`src/rtl/xilinx_phy10g_pkg.sv`:
```
// Shared DRP widths, arbiter FSM encoding and index-width helper.
// Imported by the DRP arbiter and its round-robin picker.
package xilinx_phy10g_pkg;

  localparam int DRP_ADDR_W = 9;
  localparam int DRP_DATA_W = 16;

  typedef enum logic [1:0] {
    IDLE  = 2'd0,
    ISSUE = 2'd1,
    WAIT  = 2'd2,
    RESP  = 2'd3
  } drp_arb_state_t;

  // Index width that stays legal for a single requester.
  function automatic int idx_width(input int n);
    return (n > 1) ? $clog2(n) : 1;
  endfunction

endpackage

```
`src/rtl/xilinx_phy10g_drp_arbiter_rr_arbiter.sv`:
```
// Combinational round-robin pick: first set request after last_grant, wrapping; zero latency.
// No state and no backpressure; any_o is low when the request vector is empty.
module rr_arbiter
  import xilinx_phy10g_pkg::*;
#(
  parameter int N_REQ = 8,
  parameter int IDX_W = idx_width(N_REQ)
) (
  input  logic [N_REQ-1:0] req_i,
  input  logic [IDX_W-1:0] last_grant_i,
  output logic [N_REQ-1:0] grant_o,
  output logic [IDX_W-1:0] idx_o,
  output logic             any_o
);

  logic [IDX_W-1:0] w_pos;

  always_comb begin
    grant_o = '0;
    idx_o   = '0;
    any_o   = 1'b0;
    w_pos   = '0;
    // Scan last_grant+1 upward; the last position checked is last_grant itself.
    for (int k = 1; k <= N_REQ; k++) begin
      w_pos = IDX_W'((int'(last_grant_i) + k) % N_REQ);
      if (!any_o && req_i[w_pos]) begin
        grant_o[w_pos] = 1'b1;
        idx_o          = w_pos;
        any_o          = 1'b1;
      end
    end
  end

endmodule

```
`src/rtl/xilinx_phy10g_drp_arbiter.sv`:
```
// Round-robin DRP port sharer: accept T, drp_en T+1, response one cycle after drp_rdy (or timeout).
// One transaction in flight; requesters hold valid until accepted. DRP_ARB_LOCK_EN adds req_lock_i for atomic RMW.
module xilinx_phy10g_drp_arbiter
  import xilinx_phy10g_pkg::*;
#(
  parameter int N_REQ          = 8,
  parameter int ADDR_W         = DRP_ADDR_W,
  parameter int DATA_W         = DRP_DATA_W,
  parameter int TIMEOUT_CYCLES = 255
) (
  input  logic                     clk_i,
  input  logic                     rst_i,
  input  logic [N_REQ-1:0]         req_valid_i,
  output logic [N_REQ-1:0]         req_ready_o,
  input  logic [N_REQ-1:0]         req_we_i,
  input  logic [N_REQ*ADDR_W-1:0]  req_addr_i,
  input  logic [N_REQ*DATA_W-1:0]  req_data_i,
`ifdef DRP_ARB_LOCK_EN
  input  logic [N_REQ-1:0]         req_lock_i,
`endif
  output logic [N_REQ-1:0]         rsp_valid_o,
  output logic [DATA_W-1:0]        rsp_data_o,
  output logic                     rsp_timeout_o,
  output logic                     drp_en_o,
  output logic                     drp_we_o,
  output logic [ADDR_W-1:0]        drp_addr_o,
  output logic [DATA_W-1:0]        drp_di_o,
  input  logic [DATA_W-1:0]        drp_do_i,
  input  logic                     drp_rdy_i
);

  localparam int IDX_W = idx_width(N_REQ);
  localparam int CNT_W = $clog2(TIMEOUT_CYCLES);
  localparam logic [CNT_W-1:0] CNT_LAST = CNT_W'(TIMEOUT_CYCLES - 1);

  drp_arb_state_t    r_state;
  drp_arb_state_t    w_next;
  logic [IDX_W-1:0]  r_last;
  logic [IDX_W-1:0]  r_idx;
  logic              r_we;
  logic [ADDR_W-1:0] r_addr;
  logic [DATA_W-1:0] r_di;
  logic [CNT_W-1:0]  r_cnt;
  logic [DATA_W-1:0] r_rsp_data;
  logic              r_rsp_to;

  logic [N_REQ-1:0]  w_elig;
  logic [N_REQ-1:0]  w_grant;
  logic [IDX_W-1:0]  w_idx;
  logic              w_any;
  logic [ADDR_W-1:0] w_sel_addr;
  logic [DATA_W-1:0] w_sel_data;
  logic              w_timeout;

  assign w_timeout = (r_cnt == CNT_LAST);

`ifdef DRP_ARB_LOCK_EN
  logic             r_locked;
  logic [IDX_W-1:0] r_lock_idx;

  // While locked, only the lock owner may be granted.
  assign w_elig = r_locked ? (req_valid_i & (N_REQ'(1) << r_lock_idx)) : req_valid_i;

  always_ff @(posedge clk_i) begin
    if (rst_i) begin
      r_locked   <= 1'b0;
      r_lock_idx <= '0;
    end else if (r_state == RESP && req_lock_i[r_idx]) begin
      r_locked   <= 1'b1;
      r_lock_idx <= r_idx;
    end else if (r_state == IDLE && r_locked && !req_lock_i[r_lock_idx]) begin
      r_locked   <= 1'b0;
    end
  end
`else
  assign w_elig = req_valid_i;
`endif

  rr_arbiter #(
    .N_REQ (N_REQ),
    .IDX_W (IDX_W)
  ) u_rr (
    .req_i        (w_elig),
    .last_grant_i (r_last),
    .grant_o      (w_grant),
    .idx_o        (w_idx),
    .any_o        (w_any)
  );

  always_comb begin
    w_sel_addr = '0;
    w_sel_data = '0;
    for (int i = 0; i < N_REQ; i++) begin
      if (w_idx == IDX_W'(i)) begin
        w_sel_addr = req_addr_i[i*ADDR_W +: ADDR_W];
        w_sel_data = req_data_i[i*DATA_W +: DATA_W];
      end
    end
  end

  always_ff @(posedge clk_i) begin
    if (rst_i) r_state <= IDLE;
    else       r_state <= w_next;
  end

  always_comb begin
    w_next = r_state;
    case (r_state)
      IDLE:    if (w_any) w_next = ISSUE;
      ISSUE:   w_next = WAIT;
      WAIT:    if (drp_rdy_i || w_timeout) w_next = RESP;
      RESP:    w_next = IDLE;
      default: w_next = IDLE;
    endcase
  end

  always_comb begin
    req_ready_o   = '0;
    rsp_valid_o   = '0;
    rsp_data_o    = '0;
    rsp_timeout_o = 1'b0;
    drp_en_o      = 1'b0;
    if (!rst_i) begin
      case (r_state)
        IDLE:  req_ready_o = w_grant;
        ISSUE: drp_en_o = 1'b1;
        RESP: begin
          rsp_valid_o[r_idx] = 1'b1;
          rsp_data_o         = r_rsp_data;
          rsp_timeout_o      = r_rsp_to;
        end
        default: ;
      endcase
    end
  end

  // DRP address/data/we hold the last issued values between transactions.
  assign drp_we_o   = r_we;
  assign drp_addr_o = r_addr;
  assign drp_di_o   = r_di;

  always_ff @(posedge clk_i) begin
    if (rst_i) begin
      r_last     <= IDX_W'(N_REQ - 1);
      r_idx      <= '0;
      r_we       <= 1'b0;
      r_addr     <= '0;
      r_di       <= '0;
      r_cnt      <= '0;
      r_rsp_data <= '0;
      r_rsp_to   <= 1'b0;
    end else begin
      case (r_state)
        IDLE: if (w_any) begin
          r_idx  <= w_idx;
          r_we   <= req_we_i[w_idx];
          r_addr <= w_sel_addr;
          r_di   <= w_sel_data;
        end
        ISSUE: r_cnt <= '0;
        WAIT: begin
          r_cnt <= r_cnt + 1'b1;
          // Ready in the final cycle still counts as a normal completion.
          if (drp_rdy_i) begin
            r_rsp_data <= drp_do_i;
            r_rsp_to   <= 1'b0;
          end else if (w_timeout) begin
            r_rsp_data <= '0;
            r_rsp_to   <= 1'b1;
          end
        end
        RESP: r_last <= r_idx;
        default: ;
      endcase
    end
  end

endmodule

```
`config.mk`:
```
export PLATFORM = sky130hd
export DESIGN_NAME = xilinx_phy10g_drp_arbiter
export DESIGN_NICKNAME = d
export VERILOG_FILES = /design/src/rtl/xilinx_phy10g_pkg.sv /design/src/rtl/xilinx_phy10g_drp_arbiter_rr_arbiter.sv /design/src/rtl/xilinx_phy10g_drp_arbiter.sv
export SDC_FILE = /design/constraint.sdc
export NUM_CORES = 1
export LEC_CHECK = 0
export ABC_AREA = 1
export CELL_PAD_IN_SITES_DETAIL_PLACEMENT = 0
export CELL_PAD_IN_SITES_GLOBAL_PLACEMENT = 2
export CORE_UTILIZATION = 19
export DETAILED_ROUTE_END_ITERATION = 16
export GPL_TIMING_DRIVEN = 0
export PLACE_DENSITY_LB_ADDON = 0.15
export SLEW_MARGIN = 20
export SYNTH_ARGS = -nofsm -noshare
export SYNTH_HDL_FRONTEND = slang
export SYNTH_SLANG_ARGS = --single-unit
```
`constraint.sdc`:
```
create_clock -name clk_i -period 5 [get_ports clk_i]
set_clock_uncertainty 0.1 [all_clocks]
set_input_delay 1 -clock clk_i [delete_from_list [all_inputs] [get_ports clk_i]]
set_output_delay 1 -clock clk_i [all_outputs]
set_load 0.005 [all_outputs]
```
==> flow_summary.yaml <==
hold_path:
  hold_path.class: "reg -> reg"
  min_from: "r_rsp_data[4]"
  min_path_cells: 2
synth:
  avgSynthCellArea_um2: 5.68
  synthesis.area_um2: 5540
  yosys_warnings: 0
  yosysUniqueCellTypes: 44
  synthArstFlopShare_pct: 0
  syn_inst: 975
  ys.flop_type: "dfxtp_1"
  ys_seq_elements: 59
  seq_area_frac_synth_pct: 21.3
  syn_nets: 1223
  synth_edf_count: 0
finish:
  final_cell_area_um2: 9400
  nets: 1533
  syn_to_final_growth_pct: 69.8
  layout-drive-gt1-share_pct: 7.91
  layout.cells.non_filler: 1675
setup_path:
  path_class: "reg -> out"
  startpoint: "r_last[0]"
  crit_path_end_kind: "output port"
  crit_fanout: 19
  startpoint_type: "register"
  required_ps: 3900
  r2r-start: "r_last[0]"
  rr_worst_depth: 24
  arrival_ps: 3640
placement:
  routabilityCongestion: 0.841
  post_dp_cell_area_um2: 8950
  portBuffers: 293
  dp_hpwl_mm: 24.7
  placed_cells: 1652
  dp_worst_setup_slack_ps: 6.94
floorplan:
  fp.dieH_um: 173
  ios: 295
  die_w_um: 173
  start_util_pct: 19.3
  rows: 62
  core_um2: 28700
  die_area_um2: 29800
sta:
  setup_slack_ps: 260
  setup-tns-final_ps: 0
  final_max_slew_viol_count: 0
  finalSetupViolations: 0
  relSlewSlack_pct: 52.7
  max_freq_mhz: 211
  hold_violations: 0
  fin_crit_ps: 4740
  period_share_pct: 94.8
  tightest_slew_ps: 702
  rsz0062_at_grt: "yes"
job:
  cap_violations: 0
routing:
  via_per_inst: 4.48
  dr_total_vias: 7505
  firstDrtPassIters: 5
  first_iter_violations: 385
  post_drt_wl_per_cell_um: 17.7
  drc_errors: 0
  ant_nets: 0
  wl_mm: 29.6
clock_tree:
  insertion_delay_ps: 330
  cts-root-buf: "clkbuf_16"
  clockBufferDepth: 2
  cts_tree: "yes"
  htreeDepth: 3
  path_clk_slew_ps: 60
  clock_sinks: 59
  cts_buffers: 9
status:
  status: "finished clean"
power_and_ir_drop:
  ir_drop_mv: 0.231
  power.leakage_nw: 3.75
  power_density_nw_per_um2: 572
  finalPower_w: 0.00538
grt:
  grt_max_degree: 20
  grt_overflow_total: 0
  grt_pass1_vias: 7619
  grt_use_total_pct: 19.8
  grt_pass1_wl_mm: 45.1
  antenna_found_initial: 1
cell type report:
class	count	area (um^2)
flip-flops and latches	59	1180
plain buffers	56	320
clock buffers	10	229
clock inverters	6	90.1
multi-input cells	778	3800
well taps	384	480
fillers	3201	19300
diodes	1	2.50
repair buffers	300	2990
inverters	81	312
cells in the final DEF (no fill, tap or decap), drive strengths merged:
cell type      netlist  routed
nor3                23      23
nand3              109     109
clkdlybuf4s50        0     293
clkbuf              23      33
clkinv               2       5
o2111ai              3       3
diode                0       1
xor2                 2       2
a211oi               3       3
inv                 79      79
a22oi                4       4
dfxtp               59      59
nand3b               1       1
ha                  13      13
o21ai               16      16
nor2               177     177
buf                 34      40
o221ai               1       1
a221oi              11      11
o22ai                1       1
a21o                 1       1
clkinvlp             0       1
a2111oi              1       1
bufinv               0       2
o211ai               5       5
nand4               53      53
a21boi               1       1
a31oi                4       4
a21oi               69      69
nor4                 1       1
a22o                 1       1
nand2              278     278
synthesized netlist by cell type, types with 3 or more instances:
library cell | number | share of area (%)
a211oi_1 | 3 | 0.41
a21oi_1 | 68 | 6.1
a221oi_1 | 11 | 1.7
a22oi_1 | 4 | 0.54
a31oi_1 | 3 | 0.34
buf_2 | 18 | 1.6
buf_4 | 10 | 1.4
buf_6 | 5 | 1.0
clkbuf_1 | 23 | 1.6
dfxtp_1 | 59 | 21
ha_1 | 13 | 2.9
inv_1 | 70 | 4.7
inv_2 | 8 | 0.54
nand2_1 | 271 | 18
nand2_2 | 6 | 0.68
nand3_1 | 105 | 9.5
nand3_2 | 3 | 0.54
nand4_1 | 51 | 5.8
nor2_1 | 165 | 11
nor2_2 | 8 | 0.90
nor2_4 | 4 | 0.81
nor3_1 | 23 | 2.1
o2111ai_1 | 3 | 0.47
o211ai_1 | 5 | 0.68
o21ai_0 | 14 | 1.3
path summary, 6_finish.rpt:
| kind | endpoint | slack (ps) |
|---|---|---|
| max | req_ready_o[0] | 260 |
| min | r_rsp_data[4] | 360 |
| max reg2reg | drp_di_o[11] | 780 |
| min reg2reg | r_rsp_data[4] | 360 |
worst max-delay path, stage by stage (launching register included):
cell	delay, ps
dfxtp_1	360
buf_6	160
inv_2	70
buf_6	170
ha_1	300
clkbuf_4	180
inv_2	90
nand3_1	130
nand3_1	140
nand2_2	110
nor2_4	180
nand4_4	140
nor2_4	180
nand3_4	140
o2111ai_1	240
a21oi_1	70
nor2_1	120
clkdlybuf4s50_1	520
stage by stage:
step                utilization, %  hold WS, ps
floorplan                        -          341
global placement              31.2          348
detailed placement            31.2          352
CTS                           32.3          362
global route                  32.8          382
finish                        32.8          360
registers in the layout, summed over array words and instances, names as in the netlist:
name        count
drp_addr_o      9
drp_di_o       16
drp_we_o        1
r_cnt           8
r_idx           3
r_last          3
r_rsp_data     16
r_rsp_to        1
r_state         2
where the power goes:
| part | internal [W] | switching [W] | total (W) |
|---|---|---|---|
| Sequential | 0.000581 | 0.0000677 | 0.000649 |
| Clock | 0.000437 | 0.000231 | 0.000668 |
| Combinational | 0.00140 | 0.00266 | 0.00406 |
| Total | 0.00242 | 0.00296 | 0.00538 |
what timing repair did:
| item | CTS | global route |
|---|---|---|
| pin swaps | 0 | 4 |
| setup endpoints to repair | 8 | 8 |
| setup buffers | 0 | 7 |
| hold buffers | 0 | 0 |
| gates resized for setup | 2 | 21 |
kinds of logic after synthesis:
| group | Yosys count | share of synthesized area, % |
|---|---|---|
| AO/OA/AOI/OAI | 121 | 13.2 |
| XOR/XNOR | 2 | 0.317 |
| buffers and inverters | 138 | 11.2 |
| AND/OR/NAND/NOR | 642 | 51.1 |
| adder cells (fa/ha/maj) | 13 | 2.94 |
| flip-flops | 59 | 21.3 |
metal layers:
| metal | global-route usage, % | part of all wire [%] |
|---|---|---|
| met4 | 3.65 | 0.95 |
| met2 | 36.8 | 52 |
| met3 | 5.76 | 7.2 |
| met5 | 0 | 0 |
| met1 | 22.2 | 40 |
No activity file was read; power rests on OpenSTA's default activity.
